## src/rtl/core_logic_prog_if.sv

```systemverilog
// rtl/core_logic_prog_if.sv - rule-table configuration write port for core_logic_prog
interface core_logic_prog_if #(
    parameter int SW = 4,
    parameter int XW = 4,
    parameter int NR = 4
);
    localparam int RW = $clog2(NR);

    logic          CFG_WE;
    logic [SW-1:0] CFG_STATE;
    logic [RW-1:0] CFG_RULE;
    logic          CFG_VALID;
    logic [XW-1:0] CFG_MASK;
    logic [XW-1:0] CFG_MATCH;
    logic [SW-1:0] CFG_NEXT;

    modport master (
        output CFG_WE, CFG_STATE, CFG_RULE, CFG_VALID, CFG_MASK, CFG_MATCH, CFG_NEXT
    );

    modport slave (
        input  CFG_WE, CFG_STATE, CFG_RULE, CFG_VALID, CFG_MASK, CFG_MATCH, CFG_NEXT
    );
endinterface

```

## src/rtl/core_logic_prog.sv

```systemverilog
// rtl/core_logic_prog.sv - table-programmable core logic FSM with LFSR/MISR self-test
module core_logic_prog #(
    parameter int SW = 4,
    parameter int XW = 4,
    parameter int NR = 4
) (
    input  logic              clk,
    input  logic              RESET_N,
    input  logic              TLR,
    input  logic [XW-1:0]     X,
    input  logic              INTEST_SELECT,
    input  logic              RUNBIST_SELECT,
    input  logic              SETSTATE_SELECT,
    input  logic [SW-1:0]     ASSIGN_STATE,
    input  logic [15:0]       BIST_LEN,
    core_logic_prog_if.slave  cfg,
    output logic [SW-1:0]     Y,
    output logic              HIT,
    output logic              BIST_BUSY,
    output logic              BIST_DONE,
    output logic [15:0]       SIGNATURE
);
    localparam int          RW         = $clog2(NR);
    localparam int          NE         = (1 << SW) * NR;
    localparam logic [15:0] LFSR_SEED  = 16'hACE1;

    // Busy and done are the two state bits, so the outputs come straight off the register.
    typedef enum logic [1:0] {
        B_IDLE = 2'b00,
        B_RUN  = 2'b01,
        B_DONE = 2'b10
    } bist_e;

    logic [NE-1:0]      valid_q;
    logic [XW-1:0]      mask_q  [NE];
    logic [XW-1:0]      match_q [NE];
    logic [SW-1:0]      next_q  [NE];

    logic [SW-1:0]      state_q;
    logic               hit_q;
    bist_e              bist_q;
    logic [15:0]        sig_q;
    logic [15:0]        lfsr_q;
    logic [15:0]        cnt_q;
    logic               rb_q;

    logic [SW+RW-1:0]   widx;
    logic [SW+RW-1:0]   ridx;
    logic [XW-1:0]      step_v;
    logic [SW-1:0]      step_state_d;
    logic               step_hit_d;
    logic [15:0]        lfsr_d;
    logic [15:0]        sig_d;

    assign widx = {cfg.CFG_STATE, cfg.CFG_RULE};

    // Scan rules from highest to lowest so the lowest-numbered firing rule is the last to assign.
    always_comb begin
        step_v       = RUNBIST_SELECT ? lfsr_q[XW-1:0] : X;
        step_state_d = state_q;
        step_hit_d   = 1'b0;
        ridx         = '0;
        for (int r = NR - 1; r >= 0; r--) begin
            ridx = {state_q, RW'(r)};
            if (valid_q[ridx] && ((step_v & mask_q[ridx]) == match_q[ridx])) begin
                step_state_d = next_q[ridx];
                step_hit_d   = 1'b1;
            end
        end
        lfsr_d = {lfsr_q[14:0], lfsr_q[15] ^ lfsr_q[13] ^ lfsr_q[12] ^ lfsr_q[10]};
        sig_d  = {sig_q[14:0], sig_q[15] ^ sig_q[13] ^ sig_q[12] ^ sig_q[10]} ^ 16'(step_state_d);
    end

    // Rule payload needs no reset: an entry is only consulted once its valid bit is set.
    always_ff @(posedge clk) begin
        if (cfg.CFG_WE) begin
            mask_q[widx]  <= cfg.CFG_MASK;
            match_q[widx] <= cfg.CFG_MATCH;
            next_q[widx]  <= cfg.CFG_NEXT;
        end
    end

    always_ff @(posedge clk or negedge RESET_N) begin
        if (!RESET_N) begin
            valid_q <= '0;
            state_q <= '0;
            hit_q   <= 1'b0;
            bist_q  <= B_IDLE;
            sig_q   <= '0;
            lfsr_q  <= LFSR_SEED;
            cnt_q   <= '0;
            rb_q    <= 1'b0;
        end else begin
            if (cfg.CFG_WE) begin
                valid_q[widx] <= cfg.CFG_VALID;
            end
            rb_q <= RUNBIST_SELECT;

            if (TLR) begin
                state_q <= '0;
                hit_q   <= 1'b0;
                bist_q  <= B_IDLE;
                sig_q   <= '0;
                lfsr_q  <= LFSR_SEED;
                cnt_q   <= '0;
                rb_q    <= 1'b0;
            end else if (SETSTATE_SELECT) begin
                state_q <= ASSIGN_STATE;
                hit_q   <= 1'b0;
            end else if (RUNBIST_SELECT) begin
                if (!rb_q) begin
                    state_q <= '0;
                    hit_q   <= 1'b0;
                    sig_q   <= '0;
                    lfsr_q  <= LFSR_SEED;
                    cnt_q   <= BIST_LEN;
                    bist_q  <= (BIST_LEN == 16'd0) ? B_DONE : B_RUN;
                end else if (bist_q == B_RUN) begin
                    state_q <= step_state_d;
                    hit_q   <= step_hit_d;
                    lfsr_q  <= lfsr_d;
                    sig_q   <= sig_d;
                    if (cnt_q != 16'd0) begin
                        cnt_q <= cnt_q - 16'd1;
                    end
                    if (cnt_q <= 16'd1) begin
                        bist_q <= B_DONE;
                    end
                end
            end else begin
                // Losing the select mid-run abandons it; partial state and signature stay visible.
                if (bist_q == B_RUN) begin
                    bist_q <= B_IDLE;
                end
                if (INTEST_SELECT) begin
                    state_q <= step_state_d;
                    hit_q   <= step_hit_d;
                end
            end
        end
    end

    assign Y         = state_q;
    assign HIT       = hit_q;
    assign BIST_BUSY = (bist_q == B_RUN);
    assign BIST_DONE = (bist_q == B_DONE);
    assign SIGNATURE = sig_q;
endmodule

```

## src/flat_wrapper.sv

```systemverilog
// flat-port wrapper written by rule: the top's interface ports become plain ports
module core_logic_prog_flat 
#(
    parameter int SW = 4,
    parameter int XW = 4,
    parameter int NR = 4
)
  (clk, RESET_N, TLR, X, INTEST_SELECT, RUNBIST_SELECT, SETSTATE_SELECT, ASSIGN_STATE, BIST_LEN, Y, HIT, BIST_BUSY, BIST_DONE, SIGNATURE, cfg_CFG_WE, cfg_CFG_STATE, cfg_CFG_RULE, cfg_CFG_VALID, cfg_CFG_MASK, cfg_CFG_MATCH, cfg_CFG_NEXT);
  core_logic_prog_if #(.SW(SW), .XW(XW), .NR(NR)) cfg_i ();
  input  logic clk;
  input  logic RESET_N;
  input  logic TLR;
  input  logic [XW-1:0] X;
  input  logic INTEST_SELECT;
  input  logic RUNBIST_SELECT;
  input  logic SETSTATE_SELECT;
  input  logic [SW-1:0] ASSIGN_STATE;
  input  logic [15:0] BIST_LEN;
  output logic [SW-1:0] Y;
  output logic HIT;
  output logic BIST_BUSY;
  output logic BIST_DONE;
  output logic [15:0] SIGNATURE;
  input wire logic [$bits(cfg_i.CFG_WE)-1:0] cfg_CFG_WE;
  input wire logic [$bits(cfg_i.CFG_STATE)-1:0] cfg_CFG_STATE;
  input wire logic [$bits(cfg_i.CFG_RULE)-1:0] cfg_CFG_RULE;
  input wire logic [$bits(cfg_i.CFG_VALID)-1:0] cfg_CFG_VALID;
  input wire logic [$bits(cfg_i.CFG_MASK)-1:0] cfg_CFG_MASK;
  input wire logic [$bits(cfg_i.CFG_MATCH)-1:0] cfg_CFG_MATCH;
  input wire logic [$bits(cfg_i.CFG_NEXT)-1:0] cfg_CFG_NEXT;
  assign cfg_i.CFG_WE = cfg_CFG_WE;
  assign cfg_i.CFG_STATE = cfg_CFG_STATE;
  assign cfg_i.CFG_RULE = cfg_CFG_RULE;
  assign cfg_i.CFG_VALID = cfg_CFG_VALID;
  assign cfg_i.CFG_MASK = cfg_CFG_MASK;
  assign cfg_i.CFG_MATCH = cfg_CFG_MATCH;
  assign cfg_i.CFG_NEXT = cfg_CFG_NEXT;
  core_logic_prog #(.SW(SW), .XW(XW), .NR(NR)) u_core (.clk(clk), .RESET_N(RESET_N), .TLR(TLR), .X(X), .INTEST_SELECT(INTEST_SELECT), .RUNBIST_SELECT(RUNBIST_SELECT), .SETSTATE_SELECT(SETSTATE_SELECT), .ASSIGN_STATE(ASSIGN_STATE), .BIST_LEN(BIST_LEN), .cfg(cfg_i), .Y(Y), .HIT(HIT), .BIST_BUSY(BIST_BUSY), .BIST_DONE(BIST_DONE), .SIGNATURE(SIGNATURE));
endmodule
```

## config.mk

```make
export PLATFORM = sky130hd
export DESIGN_NAME = core_logic_prog_flat
export DESIGN_NICKNAME = d
export VERILOG_FILES = /design/src/rtl/core_logic_prog_if.sv /design/src/rtl/core_logic_prog.sv /design/src/flat_wrapper.sv
export SDC_FILE = /design/constraint.sdc
export NUM_CORES = 1
export LEC_CHECK = 0
export BUFFER_PORTS_ARGS = -buffer_cell sky130_fd_sc_hd__buf_2
export CORE_ASPECT_RATIO = 0.75
export CORE_MARGIN = 3
export CORE_UTILIZATION = 67
export CTS_CLUSTER_SIZE = 30
export DETAILED_ROUTE_END_ITERATION = 10
export GPL_ROUTABILITY_DRIVEN = 0
export GPL_TIMING_DRIVEN = 0
export HOLD_SLACK_MARGIN = 0.08
export PLACE_DENSITY = 0.84
export SLEW_MARGIN = 20
export SYNTH_ARGS = -nofsm -noshare
export SYNTH_HDL_FRONTEND = slang
export SYNTH_SLANG_ARGS = --single-unit
```

## constraint.sdc

```tcl
create_clock -name clk -period 5.7 [get_ports clk]
set_clock_uncertainty 0.05 [all_clocks]
set_input_delay 0.57 -clock clk [delete_from_list [all_inputs] [get_ports clk]]
set_output_delay 0.57 -clock clk [all_outputs]
set_load 0.1 [all_outputs]
```

### After elaboration in Yosys (flattened, before gate mapping)

Memory sizes are Yosys's and may differ from the RTL's.
Index checks and enable logic that the tools add are counted.

* bits in registers: 120
* input port bits: 50
* memories kept: 3
* RAM bits: 768
* word-level logic and storage cells: 114
* output and inout bits: 23

* reduce and logical (&&, ||, !) cells: 14
* add/subtract/negate cells: 1
* order comparisons: 7
* bitwise gates (word level): 11
* muxes and demuxes: 59
* equal/unequal tests: 11

Memory list
* u_core.mask_q: words 64, width 4, read ports 4, clocked after Yosys merged registers in 0, wr ports 1, line core_logic_prog.sv:35 `logic [XW-1:0] mask_q [NE];`
* u_core.match_q: words 64, width 4, read ports 4, clocked after Yosys merged registers in 0, wr ports 1, line core_logic_prog.sv:36 `logic [XW-1:0] match_q [NE];`
* u_core.next_q: words 64, width 4, read ports 4, clocked after Yosys merged registers in 0, wr ports 1, line core_logic_prog.sv:37 `logic [SW-1:0] next_q [NE];`

Operators with widths (number)
* $mux 16: 16
* $bwmux 64: 1
* $mux 4: 11
* $lt 6x7->1 const B: 5
* $mux 1: 18
* $and 4x4->4: 4
* $bmux 1 s4: 4
* $eq 4x4->1: 4
* $le 16x1->1 const B: 1
* $logic_not 16->1: 1
* $mux 2: 8
* $reduce_bool 16->1: 1
* $sub 16x1->16 const B: 1
* $xor 16x4->16: 1
* $reduce_and 4->1: 2
* $demux 1 s6: 1
* $ge 6x1->1 const B: 1
* $ne 3x3->1 const B: 2
* $xor 1x1->1: 6
* $logic_and 1x1->1: 5
* $ne 5x5->1 const B: 1
* $ne 4x4->1 const B: 1
* $reduce_bool 4->1: 1
* $reduce_and 3->1: 1
* 6 further kinds: 6

### Depth between registers and ports, before layout

Gate-level depths: netlist of run 1.

* word-level depth: 14
* mapped depth: 15

### Worst setup path before layout of run 1

No wires, ideal clock.

* path type: flip-flop to flip-flop
* start: register u_core.state_q[1] (netlist: u_core.Y[1])
* end: register u_core.sig_q[3] (netlist: u_core.SIGNATURE[3])
* cell stages (with the launch flop): 14
* period minus slack after synthesis: 4006 ps
* buffers on the path: 7
* slack: 1694 ps
* arrival: 3833 ps
* cells stage by stage: dfrtp_1 > buf_4 > buf_4 > buf_4 > buf_4 > buf_2 > clkbuf_1 > clkbuf_1 > mux4_2 > a2111oi_0 > o21ai_0 > a31o_1 > mux2i_1 > nand2_1

* word-level cells in the longest chain between the ends: 14
* elaborated cells on any way between the ends: 33
* classes of those cells: 4 x eq/ne; 17 x mux; 5 x bitwise; 4 x reduce/logical; 3 x memory

RTL lines
* start, declared: line core_logic_prog.sv:39 `logic [SW-1:0] state_q;`
* start signal, assigned: line core_logic_prog.sv:119 `state_q <= step_state_d;`
* start signal, assigned: line core_logic_prog.sv:136 `state_q <= step_state_d;`
* $mem_v2 64x4
* $and 4x4->4: line core_logic_prog.sv:65 `if (valid_q[ridx] && ((step_v & mask_q[ridx]) == match_q[ridx])) begin`
* $eq 4x4->1: line core_logic_prog.sv:65
* $logic_and 1x1->1: line core_logic_prog.sv:65
* $mux 4 (3 in series): line core_logic_prog.sv:65
* $mux 4 *: line core_logic_prog.sv:65
* $xor 16x4->16 *: line core_logic_prog.sv:71 `sig_d = {sig_q[14:0], sig_q[15] ^ sig_q[13] ^ sig_q[12] ^ sig_q[10]} ^ 16'(step_state_d);`
* $mux 16 *: line core_logic_prog.sv:118 `end else if (bist_q == B_RUN) begin`
* $mux 16 *: line core_logic_prog.sv:111 `if (!rb_q) begin`
* $mux 16 *: line core_logic_prog.sv:110 `end else if (RUNBIST_SELECT) begin`
* $mux 16 *: line core_logic_prog.sv:107 `end else if (SETSTATE_SELECT) begin`
* $mux 16 *: line core_logic_prog.sv:99 `if (TLR) begin`
* end signal, assigned: line core_logic_prog.sv:122 `sig_q <= sig_d;`
* end, declared: line core_logic_prog.sv:42 `logic [15:0] sig_q;`

Every way passes the cells marked *; elsewhere a longest branch is shown, timed or not. The select of a mux whose other input is x is not followed.
A chain may end at the register's enable or synchronous reset.

### Worst setup path in the final report of run 1

Ends and elaborated chain as after synthesis.

==> flow_metrics.env, run 1 <==
export IMPL_status="finished, final reports clean"
export IMPL_cts_hold_buf=1
export IMPL_path_max_fanout=10
export IMPL_multi_input_area_um2=9036
export IMPL_synth_edf_count=768
export IMPL_final_nets=1999
export IMPL_drive_gt1_share_pct=34.13
export IMPL_synth_seq_cells=888
export IMPL_die_w_um=272.1
export IMPL_ff2ff_setup_slack_ns=0.35
export IMPL_synthArstFlopShare_pct=13.51
export IMPL_floorplan_rows=72
export IMPL_endpoint="u_core.SIGNATURE[3]$_DFFE_PN0P_"
export IMPL_fin_setup_tns_ns=0
export IMPL_yosysWarnings=0
export IMPL_dr_pass1_iters=6
export IMPL_grt_pass1_vias=20380
export IMPL_pwr_share_clk_pct=39.7
export IMPL_ant_nets=0
export IMPL_fmax_mhz=186.9
export IMPL_leakagePower_nw=13.56
export IMPL_synth_top_flop_cell="edfxtp_1"
export IMPL_yosysTopAreaCell="edfxtp_1"
export IMPL_grt_first_pass_wirelength_um=142500
export IMPL_max_slew_margin_pct=16.83
export IMPL_worstHoldStart="ASSIGN_STATE[1]"
export IMPL_numCtsBuffers=78
export IMPL_fin_crit_sh_pct=93.88
export IMPL_overflow=0
export IMPL_cts_sinks=888
export IMPL_synth_distinct_cells=74
export IMPL_cts_resized=0
export IMPL_worstSetupStartpointType="flop"
export IMPL_drc=0
export IMPL_cts_max_level=3
export IMPL_drt_iter0_drc=3926
export IMPL_maxCapViolations=0
export IMPL_cp_arrival_ns=5.82
export IMPL_routedWlPerCell_um=36.95
export IMPL_numPortBuffers=67
export IMPL_io_pins=73
export IMPL_required_ns=6.17
export IMPL_start_util_pct=68.34
export IMPL_wl_um=100400
export IMPL_fin_area_um2=40500
export IMPL_cts_root_buf="clkbuf_16"
export IMPL_regArea_um2=26080
export IMPL_synth_area_leaders="edfxtp_1, mux4_2, dfrtp_1"
export IMPL_placed_cell_area_um2=37800
export IMPL_peakVddDrop_uv=312.6
export IMPL_cp_end_kind="flop"
export IMPL_setup_violations=0
export IMPL_cts_path_max_buffers=3
export IMPL_insertion_delay_ns=0.64
export IMPL_worstSetupPathType="reg2reg"
export IMPL_drv_slew=0
export IMPL_setup_worst_path_start="u_core.Y[1]$_DFFE_PN0P_"
export IMPL_reg2regPathDepth=13
export IMPL_power_frac_comb_pct=7.9
export IMPL_die_y_um=205.6
export IMPL_postSynthCellCount=1737
export IMPL_power_total_mw=13.83
export IMPL_place_hpwl_um=62980
export IMPL_vias_per_cell=7.438
export IMPL_mostFrequentLayoutCell="edfxtp_1"
export IMPL_synth_nets=1789
export IMPL_die_area_um2=55940
export IMPL_syn_mean_instance_area_um2=20.49
export IMPL_reg2reg_from="u_core.Y[1]$_DFFE_PN0P_"
export IMPL_pwr_share_seq_pct=52.4
export IMPL_hold_slack_ns=0.1596
export IMPL_post_cts_setup_buffers=0
export IMPL_antenna_found_initial=6
export IMPL_syn_area_um2=35580
export IMPL_cts_tree="done"
export IMPL_core_um2=52070
export IMPL_r2r_end="u_core.SIGNATURE[3]$_DFFE_PN0P_"
export IMPL_cts_clk_slew_worst_paths_ns=0.06
export IMPL_grt_usage_pct=36.85
export IMPL_numPlacedInstances=2568
export IMPL_synth_seq_area_share_pct=73.28
export IMPL_yosysTopAreaCellShare_pct=64.81
export IMPL_grt_max_degree=67
export IMPL_stdcell_count=2717
export IMPL_switchingPower_mw=3.102
export IMPL_tightest_slew_ns=1.247
export IMPL_power_density_nw_per_um2=341.5
export IMPL_swShare_pct=22.43
export IMPL_area_growth_pct=13.80
export IMPL_finalCriticalPeriod_ns=5.351
export IMPL_min_path_type="in2reg"
export IMPL_rsz0062_at_grt="no"
export IMPL_route_vias_total=20210
export IMPL_fillers=2469
export IMPL_p_int_mw=10.73
export IMPL_hold_violations=0
export IMPL_final_cell_mix="edfxtp_1, mux4_2, dfrtp_1, clkbuf_16, buf_2"
[synth_stat cells (all sizes together), types with 11 or more instances]
cell type,instances
dfrtp,112
nor2b,16
mux2,79
a22o,31
inv,11
nand2,49
xnor2,14
nor2,88
buf,57
nand3,15
o22ai,14
a22oi,24
clkbuf,34
mux2i,33
mux4,226
edfxtp,768
o21ai,33
[worst min path at each step]
stage          cells after the start  slack (ns)                             to
2_1_floorplan                      0        0.22         u_core.HIT$_DFFE_PN0P_
3_3_place_gp                       1        0.43  u_core.lfsr_q[10]$_DFFE_PN1P_
3_5_place_dp                       1        0.43  u_core.lfsr_q[10]$_DFFE_PN1P_
4_1_cts                            2        0.13        u_core.Y[1]$_DFFE_PN0P_
5_1_grt                            2        0.14        u_core.Y[1]$_DFFE_PN0P_
6_report                           2        0.16        u_core.Y[1]$_DFFE_PN0P_
[layout make-up]
type / instances / share of cell area (%)
diodes: 4 / 0.02472
plain buffers: 91 / 1.468
clock buffers: 108 / 5.432
clock inverters: 35 / 1.072
inverters: 11 / 0.1020
multi-input cells: 747 / 22.31
flip-flops and latches: 888 / 64.39
well taps: 703 / 2.172
repair buffers: 130 / 3.028
[routing by layer]
layer / GRT usage, % / share of wire [%] / vias to the layer above / routed length [um]
met1: 48.19 / 33 / 10330 / 32980
met4: 17.68 / 5.2 / 2 / 5190
met5: 0 / 0.014 / - / 14
li1: - / - / 7593 / -
met2: 55.86 / 47 / 1913 / 46710
met3: 13.90 / 15 / 366 / 15490
[worst max-delay path, cell delays in order, from the launching register on]
cell,delay (ns)
dfrtp_1,0.45
buf_4,0.25
buf_4,0.24
buf_4,0.26
buf_4,0.36
buf_2,0.45
clkbuf_1,0.72
clkbuf_1,0.87
mux4_2,0.45
a2111oi_0,0.43
o21ai_0,0.14
a31o_1,0.32
mux2i_1,0.18
nand2_1,0.07
[cells by family (layout without fill, tap and decap cells)]
family	count (synthesis)	after routing	synth area share, %
other	0	4	0
AOI/OAI and AO/OA	163	163	3.467
adders and majority gates	2	2	0.07031
DFF	888	888	73.28
and+or+nand+nor	222	222	2.975
xor gates and xnor gates	22	22	0.6048
buffers and inverters	102	375	1.779
muxes	338	338	17.83
[flip-flops by register name (all words and copies together) (netlist names)]
signal,cells
u_core.HIT,1
u_core.rb_q,1
u_core.cnt_q,16
u_core.match_q,256
u_core.lfsr_q,16
u_core.bist_q,2
u_core.Y,4
u_core.next_q,256
u_core.mask_q,256
u_core.valid_q,64
u_core.SIGNATURE,16
[metrics by stage]
stage | util (%) | worst slack (ns)
6_report | 77.77 | 0.3486
5_1_grt | 77.76 | 0.4072
4_1_cts | 77.67 | 0.5913
3_5_place_dp | 72.59 | 0.7070
3_3_place_gp | 70.67 | 0.7440
2_1_floorplan | - | 1.694
[power groups by stage]
| stage | Combinational, mW | Sequential (mW) | Clock [mW] |
|---|---|---|---|
| finish | 1.09 | 7.25 | 5.49 |
| global route | 1.13 | 7.25 | 5.71 |
| CTS | 1.06 | 7.25 | 5.48 |
| detailed placement | 1.04 | 7.38 | 0 |
| global placement | 0.977 | 7.36 | 0 |
| floorplan | 0.627 | 7.37 | 0 |
No activity file was read; power rests on OpenSTA's default activity.
==> inputs of run 2 (changes only) <==
- SETUP_SLACK_MARGIN: default -> 0.5
==> run 2 against run 1 <==
Fmax increased by 3.1%. Largest cell class unchanged. Critical endpoint is now u_core.Y[0]$_DFFE_PN0P_. Clock power about the same. Largest power group unchanged. Setup slack improved by 0.16 ns.
==> flow_metrics.env, run 2 (synthesis results as in run 1) <==
export IMPL_cts_root_buf="clkbuf_16"
export IMPL_path_max_fanout=10
export IMPL_max_slew_margin_pct=17.29
export IMPL_start_util_pct=68.34
export IMPL_cts_tree="done"
export IMPL_numCtsBuffers=78
export IMPL_drt_iter0_drc=3922
export IMPL_hold_violations=0
export IMPL_area_growth_pct=13.81
export IMPL_critical_path_max_stage_delay_ns=0.74
export IMPL_grt_first_pass_wirelength_um=142500
export IMPL_setup_violations=0
export IMPL_stdcell_count=2717
export IMPL_cp_end_kind="flop"
export IMPL_tightest_slew_ns=1.241
export IMPL_critPathMostFrequentCell="buf_4"
export IMPL_status="finished, final reports clean"
export IMPL_final_cell_mix="edfxtp_1, mux4_2, dfrtp_1, clkbuf_16, buf_2"
export IMPL_die_y_um=205.6
export IMPL_fmax_mhz=192.6
export IMPL_worstSetupStartpointType="flop"
export IMPL_die_w_um=272.1
export IMPL_peakVddDrop_uv=311.9
export IMPL_r2r_end="u_core.Y[0]$_DFFE_PN0P_"
export IMPL_min_path_cells=2
export IMPL_cts_sinks=888
export IMPL_crit_buf_inv=6
export IMPL_drc=0
export IMPL_grt_max_degree=67
export IMPL_wl_um=100400
export IMPL_cts_max_level=3
export IMPL_min_to="u_core.Y[1]$_DFFE_PN0P_"
export IMPL_worstHoldStart="ASSIGN_STATE[1]"
export IMPL_finalCriticalPeriod_ns=5.193
export IMPL_cts_clk_slew_worst_paths_ns=0.07
export IMPL_drive_gt1_share_pct=34.18
export IMPL_routedWlPerCell_um=36.95
export IMPL_numPortBuffers=67
export IMPL_dr_pass1_iters=6
export IMPL_grt_pass1_vias=20380
export IMPL_path_cells="buf_4 -> buf_4 -> buf_4 -> buf_2 -> buf_2 -> buf_1 -> mux4_2 -> mux4_2 -> a311oi_1 -> o21a_1 -> o21ai_0"
export IMPL_die_area_um2=55940
export IMPL_top_regs="u_core.mask_q: 256 flops, u_core.match_q: 256 flops, u_core.next_q: 256 flops"
export IMPL_min_path_type="in2reg"
export IMPL_reg2reg_from="u_core.Y[1]$_DFFE_PN0P_"
export IMPL_drv_slew=0
export IMPL_mostFrequentLayoutCell="edfxtp_1"
export IMPL_power_density_nw_per_um2=341.5
export IMPL_cts_path_max_buffers=3
export IMPL_rsz0062_at_grt="no"
export IMPL_fin_crit_sh_pct=91.10
export IMPL_maxCapViolations=0
export IMPL_cp_arrival_ns=5.55
export IMPL_ant_nets=0
export IMPL_final_nets=1999
export IMPL_ff2ff_setup_slack_ns=0.51
export IMPL_vias_per_cell=7.447
export IMPL_required_ns=6.06
export IMPL_antenna_found_initial=6
export IMPL_reg2regPathDepth=11
export IMPL_post_cts_setup_buffers=0
export IMPL_leakagePower_nw=13.56
export IMPL_overflow=0
export IMPL_crit_family="buffers and inverters"
export IMPL_grt_usage_pct=36.85
export IMPL_io_pins=73
export IMPL_place_hpwl_um=62980
export IMPL_slowest_stage="buf_1"
export IMPL_route_vias_total=20230
export IMPL_worstSetupPathType="reg2reg"
export IMPL_insertion_delay_ns=0.64
export IMPL_fin_setup_tns_ns=0
export IMPL_numPlacedInstances=2568
export IMPL_core_um2=52070
export IMPL_floorplan_rows=72
[run 2: cell counts in the layout (fill, tap and decap cells not counted)]
Identical to the previous run, type by type.
[run 2: how the worst max path moves through the flow]
stage	start	depth (start not counted)	slack [ns]	end
6_report	u_core.Y[1]$_DFFE_PN0P_	11	0.51	u_core.Y[0]$_DFFE_PN0P_
5_1_grt	u_core.Y[1]$_DFFE_PN0P_	11	0.56	u_core.Y[0]$_DFFE_PN0P_
4_1_cts	u_core.Y[1]$_DFFE_PN0P_	13	0.59	u_core.SIGNATURE[3]$_DFFE_PN0P_
3_5_place_dp	u_core.Y[1]$_DFFE_PN0P_	13	0.71	u_core.SIGNATURE[3]$_DFFE_PN0P_
3_3_place_gp	u_core.Y[1]$_DFFE_PN0P_	13	0.74	u_core.SIGNATURE[3]$_DFFE_PN0P_
2_1_floorplan	u_core.Y[1]$_DFFE_PN0P_	13	1.69	u_core.SIGNATURE[3]$_DFFE_PN0P_
[run 2: report_power, final]
part           leakage (nW)  switching [mW]  internal, mW  total, mW
combinational          3.80           0.673         0.420       1.09
clock                  1.27            2.36          3.13       5.49
sequential             8.49          0.0692          7.18       7.25
total                  13.6            3.10          10.7       13.8
[run 2: worst register-to-register path: stages (launching register included)]
cell and delay, ns:
dfrtp_1 0.45, buf_4 0.25, buf_4 0.26, buf_4 0.29, buf_2 0.48, buf_2 0.53, buf_1 0.74, mux4_2 0.42
mux4_2 0.60, a311oi_1 0.33, o21a_1 0.28, o21ai_0 0.29
[run 2: final cells by class]
cell class                 count  area, um^2
sequential                   888       26080
fill                        2468       11570
multi-input combinational    747        9036
clock buffer                 108        2200
timing repair buffer         130        1226
tap                          703       879.6
buffer                        91       595.6
clock inverter                35       434.2
inverter                      11       41.29
antenna                        4       10.01
[run 2: stage by stage]
| step | cell area (um^2) | total power, mW | setup WS [ns] | hold slack [ns] | util [%] |
|---|---|---|---|---|---|
| after floorplan | 35580 | 7.996 | 1.694 | 0.2244 | - |
| after global placement | 36800 | 8.341 | 0.7440 | 0.4268 | 70.67 |
| after detailed placement | 37800 | 8.418 | 0.7070 | 0.4335 | 72.59 |
| after CTS | 40440 | 13.79 | 0.5913 | 0.1321 | 77.67 |
| after global routing | 40490 | 14.10 | 0.5593 | 0.1404 | 77.76 |
| final | 40500 | 13.83 | 0.5071 | 0.1626 | 77.78 |
[run 2: what timing repair did]
action | 4_1_cts | 5_1_grt
endpoints found under the setup margin | 0 | 1
endpoints found under the hold margin | 46 | 0
hold buffers | 1 | 0
resized for setup | 0 | 3
[run 2: per-layer routing]
metal / global-route usage, % / part of all wire, % / routed length [um] / vias to the layer above
met4: 17.68 / 5.2 / 5217 / 6
met2: 55.86 / 46 / 46610 / 1931
met5: 0 / 0.13 / 126 / -
met1: 48.19 / 33 / 32960 / 10320
li1: - / - / - / 7601
met3: 13.90 / 15 / 15470 / 380
